[config.mk]
export PLATFORM = sky130hd
export DESIGN_NAME = i2c_slave_regfile_flat
export DESIGN_NICKNAME = d
export VERILOG_FILES = /design/src/rtl/i2c_slave_regfile_if.sv /design/src/rtl/i2c_slave_regfile.sv /design/src/flat_wrapper.sv
export SDC_FILE = /design/constraint.sdc
export NUM_CORES = 1
export LEC_CHECK = 0
export CELL_PAD_IN_SITES_DETAIL_PLACEMENT = 0
export CELL_PAD_IN_SITES_GLOBAL_PLACEMENT = 1
export CORE_MARGIN = 8
export CORE_UTILIZATION = 50
export DETAILED_ROUTE_END_ITERATION = 10
export GPL_TIMING_DRIVEN = 1
export PLACE_DENSITY = 0.89
export SLEW_MARGIN = 10
export SYNTH_ARGS = -nofsm -noshare
export SYNTH_HDL_FRONTEND = slang
export SYNTH_SLANG_ARGS = --single-unit
[constraint.sdc]
create_clock -name clk -period 3.8 [get_ports clk]
set_clock_uncertainty 0.15 [all_clocks]
set_input_delay 0.95 -clock clk [delete_from_list [all_inputs] [get_ports clk]]
set_output_delay 0.95 -clock clk [all_outputs]
set_load 0.05 [all_outputs]
[src/rtl/i2c_slave_regfile_if.sv]
// i2c_slave_regfile_if: pin-level and register-write signals of the I2C target.
//   scl_i, sda_i : bus levels seen at the pins (asynchronous to clk)
//   sda_oe       : 1 = target pulls SDA low
//   wr_strobe    : one-cycle pulse per register written from the bus
//   wr_addr      : register index written, valid with wr_strobe
//   wr_data      : byte written, valid with wr_strobe
//   busy         : target is addressed and engaged in a transfer
interface i2c_slave_regfile_if #(
  parameter int ADDR_W = 4
);
  logic              scl_i;
  logic              sda_i;
  logic              sda_oe;
  logic              wr_strobe;
  logic [ADDR_W-1:0] wr_addr;
  logic [7:0]        wr_data;
  logic              busy;

  modport master (
    output scl_i, sda_i,
    input  sda_oe, wr_strobe, wr_addr, wr_data, busy
  );

  modport slave (
    input  scl_i, sda_i,
    output sda_oe, wr_strobe, wr_addr, wr_data, busy
  );
endinterface

[src/rtl/i2c_slave_regfile.sv]
// i2c_slave_regfile: I2C target exposing a 2**ADDR_W x 8 register file with
// an auto-incrementing register pointer. 7-bit addressing, no clock
// stretching. SDA is open-drain: the target only ever pulls low via sda_oe.
//   clk   : system clock (>= 10x SCL)
//   reset : synchronous, active-high
//   bus   : slave modport (scl_i, sda_i in; sda_oe, wr_*, busy out)
module i2c_slave_regfile #(
  parameter logic [6:0] SLAVE_ADDR = 7'h5D,
  parameter int         ADDR_W     = 4
) (
  input logic                clk,
  input logic                reset,
  i2c_slave_regfile_if.slave bus
);
  localparam int DEPTH = 2**ADDR_W;

  typedef enum logic [3:0] {
    S_IDLE, S_ADDR, S_ADDR_ACK, S_REG, S_REG_ACK,
    S_WDATA, S_WDATA_ACK, S_RDATA, S_RACK, S_IGNORE
  } state_t;

  // [1:0] synchroniser, [2] history
  logic [2:0] scl_q, sda_q;
  logic       scl_s, sda_s, scl_rise, scl_fall, start_det, stop_det;

  state_t                      state_q, state_d;
  logic [3:0]                  cnt_q, cnt_d;
  logic [7:0]                  sh_q, sh_d;
  logic [ADDR_W-1:0]           ptr_q, ptr_d;
  logic                        rw_q, rw_d;
  logic                        oe_q, oe_d;
  logic                        busy_q, busy_d;
  logic                        strb_q, strb_d;
  logic [ADDR_W-1:0]           waddr_q, waddr_d;
  logic [7:0]                  wdata_q, wdata_d;
  logic [DEPTH-1:0][7:0]       mem_q;
  logic                        mem_we;
  logic [7:0]                  rx_byte;

  assign scl_s     = scl_q[1];
  assign sda_s     = sda_q[1];
  assign scl_rise  =  scl_s & ~scl_q[2];
  assign scl_fall  = ~scl_s &  scl_q[2];
  // SDA edges only count as START/STOP while SCL is steadily high
  assign start_det = scl_s & scl_q[2] &  sda_q[2] & ~sda_s;
  assign stop_det  = scl_s & scl_q[2] & ~sda_q[2] &  sda_s;
  assign rx_byte   = {sh_q[6:0], sda_s};

  always_ff @(posedge clk) begin
    if (reset) begin
      scl_q   <= 3'b111;
      sda_q   <= 3'b111;
      state_q <= S_IDLE;
      cnt_q   <= '0;
      sh_q    <= '0;
      ptr_q   <= '0;
      rw_q    <= 1'b0;
      oe_q    <= 1'b0;
      busy_q  <= 1'b0;
      strb_q  <= 1'b0;
      waddr_q <= '0;
      wdata_q <= '0;
    end else begin
      scl_q   <= {scl_q[1:0], bus.scl_i};
      sda_q   <= {sda_q[1:0], bus.sda_i};
      state_q <= state_d;
      cnt_q   <= cnt_d;
      sh_q    <= sh_d;
      ptr_q   <= ptr_d;
      rw_q    <= rw_d;
      oe_q    <= oe_d;
      busy_q  <= busy_d;
      strb_q  <= strb_d;
      waddr_q <= waddr_d;
      wdata_q <= wdata_d;
    end
  end

  always_ff @(posedge clk) begin
    if (reset)       mem_q        <= '0;
    else if (mem_we) mem_q[ptr_q] <= rx_byte;
  end

  always_comb begin
    state_d = state_q;
    cnt_d   = cnt_q;
    sh_d    = sh_q;
    ptr_d   = ptr_q;
    rw_d    = rw_q;
    oe_d    = oe_q;
    busy_d  = busy_q;
    strb_d  = 1'b0;
    waddr_d = waddr_q;
    wdata_d = wdata_q;
    mem_we  = 1'b0;
    // bus conditions override whatever byte is in flight
    if (stop_det) begin
      state_d = S_IDLE;
      oe_d    = 1'b0;
      busy_d  = 1'b0;
      cnt_d   = '0;
    end else if (start_det) begin
      state_d = S_ADDR;
      oe_d    = 1'b0;
      cnt_d   = '0;
    end else begin
      unique case (state_q)
        S_ADDR, S_REG, S_WDATA: begin
          // cnt counts received bits; at 8 the byte is done and we wait
          // for the SCL fall that opens the ACK slot
          if (scl_rise && cnt_q != 4'd8) begin
            sh_d  = rx_byte;
            cnt_d = cnt_q + 4'd1;
            if (cnt_q == 4'd7) begin
              unique case (state_q)
                S_ADDR: begin
                  if (rx_byte[7:1] == SLAVE_ADDR && rx_byte[7:1] != 7'd0) begin
                    busy_d = 1'b1;
                    rw_d   = rx_byte[0];
                  end else begin
                    state_d = S_IGNORE;
                    busy_d  = 1'b0;
                  end
                end
                S_REG:   ptr_d = rx_byte[ADDR_W-1:0];
                default: begin
                  mem_we  = 1'b1;
                  strb_d  = 1'b1;
                  waddr_d = ptr_q;
                  wdata_d = rx_byte;
                  ptr_d   = ptr_q + 1'b1;
                end
              endcase
            end
          end else if (scl_fall && cnt_q == 4'd8) begin
            oe_d  = 1'b1;
            cnt_d = '0;
            unique case (state_q)
              S_ADDR:  state_d = S_ADDR_ACK;
              S_REG:   state_d = S_REG_ACK;
              default: state_d = S_WDATA_ACK;
            endcase
          end
        end
        S_ADDR_ACK: begin
          if (scl_fall) begin
            cnt_d = '0;
            if (rw_q) begin
              state_d = S_RDATA;
              sh_d    = mem_q[ptr_q];
              oe_d    = ~mem_q[ptr_q][7];
            end else begin
              state_d = S_REG;
              oe_d    = 1'b0;
            end
          end
        end
        S_REG_ACK, S_WDATA_ACK: begin
          if (scl_fall) begin
            state_d = S_WDATA;
            oe_d    = 1'b0;
            cnt_d   = '0;
          end
        end
        S_RDATA: begin
          // bit7 is already on the line; each fall presents the next bit
          if (scl_fall) begin
            if (cnt_q == 4'd7) begin
              state_d = S_RACK;
              oe_d    = 1'b0;
              cnt_d   = '0;
            end else begin
              oe_d  = ~sh_q[6];
              sh_d  = {sh_q[6:0], 1'b0};
              cnt_d = cnt_q + 4'd1;
            end
          end
        end
        S_RACK: begin
          if (scl_rise && cnt_q == 4'd0) begin
            ptr_d = ptr_q + 1'b1;
            if (sda_s) state_d = S_IGNORE;
            else       cnt_d   = 4'd1;
          end else if (scl_fall && cnt_q == 4'd1) begin
            state_d = S_RDATA;
            sh_d    = mem_q[ptr_q];
            oe_d    = ~mem_q[ptr_q][7];
            cnt_d   = '0;
          end
        end
        default: ;
      endcase
    end
  end

  assign bus.sda_oe    = oe_q;
  assign bus.wr_strobe = strb_q;
  assign bus.wr_addr   = waddr_q;
  assign bus.wr_data   = wdata_q;
  assign bus.busy      = busy_q;
endmodule

[src/flat_wrapper.sv]
// flat-port wrapper written by rule: the top's interface ports become plain ports
module i2c_slave_regfile_flat 
#(
  parameter logic [6:0] SLAVE_ADDR = 7'h5D,
  parameter int         ADDR_W     = 4
)
  (clk, reset, bus_scl_i, bus_sda_i, bus_sda_oe, bus_wr_strobe, bus_wr_addr, bus_wr_data, bus_busy);
  i2c_slave_regfile_if #(.ADDR_W(ADDR_W)) bus_i ();
  input logic clk;
  input logic reset;
  input wire logic [$bits(bus_i.scl_i)-1:0] bus_scl_i;
  input wire logic [$bits(bus_i.sda_i)-1:0] bus_sda_i;
  output wire logic [$bits(bus_i.sda_oe)-1:0] bus_sda_oe;
  output wire logic [$bits(bus_i.wr_strobe)-1:0] bus_wr_strobe;
  output wire logic [$bits(bus_i.wr_addr)-1:0] bus_wr_addr;
  output wire logic [$bits(bus_i.wr_data)-1:0] bus_wr_data;
  output wire logic [$bits(bus_i.busy)-1:0] bus_busy;
  assign bus_i.scl_i = bus_scl_i;
  assign bus_i.sda_i = bus_sda_i;
  assign bus_sda_oe = bus_i.sda_oe;
  assign bus_wr_strobe = bus_i.wr_strobe;
  assign bus_wr_addr = bus_i.wr_addr;
  assign bus_wr_data = bus_i.wr_data;
  assign bus_busy = bus_i.busy;
  i2c_slave_regfile #(.SLAVE_ADDR(SLAVE_ADDR), .ADDR_W(ADDR_W)) u_core (.clk(clk), .reset(reset), .bus(bus_i));
endmodule
# Word level (Yosys, flattened, before mapping)
# Index checks and enable logic that the tools add are counted.
classes:
  add_sub_neg: 2
  order_cmp: 2
  eq_ne: 45
  n_mux: 60
  bitwise_logic: 16
  n_reduce_logical: 28
op_table:
  columns: ["cell", "count"]
  rows:
  - ["128-bit bitwise mux", 1]
  - ["4-bit two-way mux", 23]
  - ["7-bit two-way mux", 7]
  - ["8-bit binary-select mux with 4-bit select", 1]
  - ["8-bit demux with 4-bit select", 1]
  - ["7-bit one-hot mux with 4 select lines", 1]
  - ["2-bit by 1-bit inequality test with 1-bit output, second input constant", 11]
  - ["11-bit AND reduction", 2]
  - ["4-bit by 3-bit == test with 1-bit output, second input constant", 5]
  - ["4-bit one-hot mux with 5 select lines", 1]
  - ["3-bit by 1-bit inequality test with 1-bit output, second input constant", 6]
  - ["1-bit two-way mux", 17]
  - ["8-bit two-way mux", 2]
  - ["4-bit one-hot mux with 2 select lines", 2]
  - ["4-bit one-hot mux with 4 select lines", 1]
  - ["7-bit AND reduction", 2]
  - ["3-bit inequality test, second input constant", 4]
  - ["4-bit by 3-bit inequality test with 1-bit output, second input constant", 3]
  - ["6-bit AND reduction", 2]
  - ["10-bit AND reduction", 1]
  - ["1-bit inverter", 9]
  - ["3-bit OR reduction", 3]
  - ["4-bit by 1-bit adder with 4-bit output, second input constant", 2]
  - ["4-bit by 1-bit == test with 1-bit output, second input constant", 2]
  - ["other kinds (24)", 44]
word_totals:
  reg_bits: 169
  inputBits: 4
  output_inout_bits: 15
  elab_cells: 182

# Longest topological paths before layout
logic_depth:
  word_depth: 8
  depth_mapped: 9
  mapped_depth_nobuf: 7

# Worst setup path after synthesis
# OpenSTA, ideal clock, no wires.
synth_path:
  kind: "register -> register"
  startpoint: "reg u_core.ptr_q[0]"
  endpoint: "reg u_core.oe_q (netlist: u_core.bus.sda_oe)"
  setup_time_ns: 0.070
  t_arrival_ns: 2.093
  required_ns: 3.580
  setup_slack_ns: 1.487
  stages_incl_launch_ff: 8
  path_buffers: 2
  period_less_slack_ns: 2.313
  path_cell_list: "dfxtp_1 > buf_2 > buf_2 > mux4_2 > mux4_2 > nor3_1 > nor2_1 > a21oi_1"
synth_between:
  elab_chain_cells: 6
  elab_cells_between_ends: 8
  cone_classes: "mux (7); bitwise (1)"
synth_lines:
  columns: ["element", "line_no", "rtl"]
  rows:
  - ["from (decl)", "i2c_slave_regfile.sv:29", "logic [ADDR_W-1:0] ptr_q, ptr_d;"]
  - ["from (signal assigned)", "i2c_slave_regfile.sv:69", "ptr_q <= ptr_d;"]
  - ["8-bit binary-select mux with 4-bit select *", "i2c_slave_regfile.sv:151, i2c_slave_regfile.sv:187", null]
  - ["8-bit two-way mux (implied by the code) *", "i2c_slave_regfile.sv:151, i2c_slave_regfile.sv:187", null]
  - ["1-bit inverter *", "i2c_slave_regfile.sv:151, i2c_slave_regfile.sv:187", null]
  - ["1-bit two-way mux (on tied branches)", "i2c_slave_regfile.sv:184, i2c_slave_regfile.sv:148", null]
  - ["1-bit two-way mux (on tied branches)", "i2c_slave_regfile.sv:180, i2c_slave_regfile.sv:146", null]
  - ["1-bit one-hot mux with 5 select lines *", "i2c_slave_regfile.sv:107", "unique case (state_q)"]
  - ["to (signal assigned)", "i2c_slave_regfile.sv:58", "oe_q <= 1'b0;"]
  - ["to (signal assigned)", "i2c_slave_regfile.sv:71", "oe_q <= oe_d;"]
  - ["to (decl)", "i2c_slave_regfile.sv:31", "logic oe_q, oe_d;"]
# Every way passes the cells marked *; elsewhere a longest branch is shown, timed or not. The select of a mux whose other input is x is not followed.
# A chain may end at the register's enable or synchronous reset.

# Worst setup path after layout
layout_path:
  startpoint: "reg u_core.sda_q[1]"
  endpoint: "reg u_core.waddr_q[2] (netlist: u_core.bus.wr_addr[2])"
layout_between:
  elab_chain_cells: 4
  elab_cells_between_ends: 6
  cone_classes: "bitwise (5); reduce/logical (1)"
layout_lines:
  columns: ["element", "line_no", "rtl"]
  rows:
  - ["from (decl)", "i2c_slave_regfile.sv:23", "logic [2:0] scl_q, sda_q;"]
  - ["from (signal assigned)", "i2c_slave_regfile.sv:65", "sda_q <= {sda_q[1:0], bus.sda_i};"]
  - ["1-bit inverter", "i2c_slave_regfile.sv:45", "assign start_det = scl_s & scl_q[2] & sda_q[2] & ~sda_s;"]
  - ["1-bit AND", "i2c_slave_regfile.sv:45", null]
  - ["1-bit inverter (no line)", null, null]
  - ["6-bit AND reduction (no line) *", null, null]
  - ["to (signal assigned)", "i2c_slave_regfile.sv:74", "waddr_q <= waddr_d;"]
  - ["to (decl)", "i2c_slave_regfile.sv:34", "logic [ADDR_W-1:0] waddr_q, waddr_d;"]
# Every way passes the cells marked *; elsewhere a longest branch is shown, timed or not.

==> impl_metrics.toml <==
[hold_path]
hold_class = "flip-flop to flip-flop"

[drt]
ant_nets = 0
first_pass_iters = 5
routed_wl_um = 19000
vias = 6003
via_per_inst = 5.96
wl_per_cell_um = 18.9
drc = 0
drtIter0Drc = 435

[power]
switching_share = 0.324
seqPwrFrac = 0.420
p_int_uw = 3060
power.density_mw_per_mm2 = 509
combPwrFrac = 0.204
p_leak_uw = 0.00410
pwr-share-clk = 0.376
ir_worst_vdd_mv = 0.373
power_switching_uw = 1470

[timing]
period_needed_ps = 2820
worst_slew_pin_slew_ps = 958
finalHoldViolCount = 0
relSlewSlack = 0.361
setup_tns_ps = 0
rsz0062_at_grt = "no"
finalMaxSlewViolations = 0
setup_violations = 0
fin_crit_sh = 0.742
max_clock_freq_mhz = 355

[grt]
grt_first_pass_wirelength_um = 31200
grt_max_degree = 80
track_usage = 0.194
grt.overflow.total = 0
grt_pass1_vias = 5941
antenna_found_initial = 0

[logic_synthesis]
synth_area_leaders = "dfxtp_1 (42%), mux2i_1 (18%), mux4_2 (9.6%)"
synthFlopType = "dfxtp_1"
synthCells = 791
yosys.cell_types.count = 64
synth_top_area_frac = 0.422
synth_top_area_cell = "dfxtp_1"
ys_seq_elements = 169
syn-num-nets = 802
synthArstFlopShare = 0
seq_area_frac_synth = 0.422
synth_warnings = 0
synth.cell_area_mm2 = 0.00801
synth_edf_count = 0
syn_avg_cell_area_um2 = 10.1

[place]
routabilityCongestion = 0.884
place_area_mm2 = 0.00832
place_hpwl_um = 12700
numPortBuffers = 18

[finish]
drive_above_1_share = 0.149
design_area_mm2 = 0.00890
antenna_cells = 0
syn_to_final_growth_pct = 11.1
nNetsFinal = 790
final.fill_count = 1399

[clock_network]
tritoncts = "built"
clkTransAtPathRegs_ps = 70
worstSkewPairLatency_ps = 430
root_buffer = "clkbuf_16"
numCtsBuffers = 17
post_cts_buffers = 0
cts-resized-gates = 0
h-tree-depth = 4
cts.sinks = 169
cts_buffer_depth = 2
cts_hold_buf = 0

[setup_path]
crit_chain = "buf_4, and4b_1, nor3b_2, buf_4, and2_1, mux2i_1, nor2_1"
worstSetupPathType = "flip-flop to flip-flop"
cp-start-kind = "flip-flop"
critPathMaxFanout = 26
endpoint_kind = "flip-flop"
cp_common_cell = "buf_4"
critPathArrivalTime_ps = 2960
cp.required_ps = 3940
rrSetupSlack_ps = 980
cp_slowest_cell = "and2_1"
slowest_delay_ps = 800

[floorplan]
dieWidth_um = 143
core_area_mm2 = 0.0158
start_util = 0.508
die-area_mm2 = 0.0203
row_count = 46
die_h_um = 143
ios = 19

[outcome]
status = "finished clean"

[flow_run]
cap_violations = 0
==> sequential cells by signal, indices dropped and copies added (netlist names) <==
| name | cells |
|---|---|
| u_core.bus.wr_data | 8 |
| u_core.state_q | 4 |
| u_core.bus.busy | 1 |
| u_core.sh_q | 7 |
| u_core.scl_q | 3 |
| u_core.sda_q | 3 |
| u_core.cnt_q | 4 |
| u_core.bus.wr_addr | 4 |
| u_core.bus.sda_oe | 1 |
| u_core.bus.wr_strobe | 1 |
| u_core.rw_q | 1 |
| u_core.mem_q | 128 |
| u_core.ptr_q | 4 |
==> power groups by stage <==
stage,logic (uW),clock network [uW],registers [uW]
4_1_cts,910,1720,1900
5_1_grt,989,1800,1910
2_1_floorplan,678,0,1910
3_5_place_dp,907,0,1940
3_3_place_gp,892,0,1940
6_report,924,1700,1910
==> cell families after synthesis <==
group / count (synthesis) / synth area share
XOR/XNOR: 2 / 0.00219
flip-flops: 169 / 0.422
buffers and inverters: 84 / 0.0431
AO/OA/AOI/OAI: 83 / 0.0751
adder cells (fa/ha/maj): 7 / 0.0109
AND/OR/NAND/NOR: 262 / 0.162
multiplexers: 184 / 0.284
==> worst max-delay path: cells and delay by family, from the launching register on <==
kind                   cells  cell delay [ps]
AND/OR/NAND/NOR            4             1320
multiplexers               1              290
flip-flops                 1              320
buffers and inverters      2              590
==> cell usage in the layout (no fill, tap or decap), types with 2 or more instances in the layout <==
master           count
clkinvlp_4           2
mux4_2              34
clkdlybuf4s50_1     17
inv_6                7
nand3b_1             3
o211ai_1             7
o21ai_1              2
inv_1               17
a32oi_1              2
nand4_2             11
o22ai_1              4
a41o_1               2
nand2b_1             6
mux2_2               6
nor3b_1              2
o32ai_1              2
mux2i_1            144
ha_1                 7
or2_2                9
dfxtp_1            168
clkinv_2             2
a31oi_1              4
nor3_1               3
nand4_1             10
or3_1                3
nor2b_1              8
nand2_1             22
nor2_1             154
o21ai_0              9
buf_4               18
and3_1               2
a211oi_1             6
and2_1               4
clkbuf_16           17
o21bai_1             2
nand3_1             12
a221oi_1            15
a21oi_1             14
inv_8                2
==> routing by layer <==
metal | global-route usage | routed length [um]
met1 | 0.237 | 8260
met2 | 0.321 | 9200
met3 | 0.0369 | 965
met4 | 0.0956 | 616
met5 | 0 | 0
==> layout make-up <==
type / count / area (um^2) / share of cell area
Clock buffer: 17 / 425 / 0.0478
Inverter: 18 / 67.6 / 0.00759
Timing Repair Buffer: 35 / 305 / 0.0343
Multi-Input combinational cell: 538 / 4290 / 0.482
Sequential cell: 169 / 3380 / 0.380
Clock inverter: 15 / 155 / 0.0174
Tap cell: 216 / 270 / 0.0304
==> final timing paths <==
check                                startpoint                    end  depth (start not counted)
worst min register to register  u_core.scl_q[0]        u_core.scl_q[1]                          1
worst max-delay path            u_core.sda_q[1]  u_core.bus.wr_addr[2]                          7
worst min-delay path            u_core.scl_q[0]        u_core.scl_q[1]                          1
worst max register to register  u_core.sda_q[1]  u_core.bus.wr_addr[2]                          7
==> synth_stat cells (all sizes together), types with 2 or more instances <==
master,number
dfxtp,169
nor2,154
mux2i,144
clkbuf,45
mux4,34
nand2,22
buf,21
nand4,21
inv,17
a221oi,15
a21oi,14
nand3,12
o21ai,11
or2,10
nor2b,8
o211ai,8
ha,7
a211oi,6
mux2,6
nand2b,6
nor3,5
a31oi,4
and2,4
o22ai,4
nand3b,3
nor3b,3
or3,3
a32oi,2
a41o,2
and3,2
o21bai,2
o32ai,2
==> stage by stage <==
stage / hold WS [ps] / setup slack [ps] / cells / total power, uW / util
finish: 269 / 980 / 1008 / 4530 / 0.564
global route: 278 / 802 / 1008 / 4700 / 0.564
detailed placement: 253 / 1030 / 976 / 2850 / 0.528
floorplan: 239 / 1490 / 791 / 2590 / -
CTS: 271 / 988 / 1008 / 4540 / 0.564
global placement: 241 / 1050 / 976 / 2830 / 0.528
(Power assumes the default switching activity.)
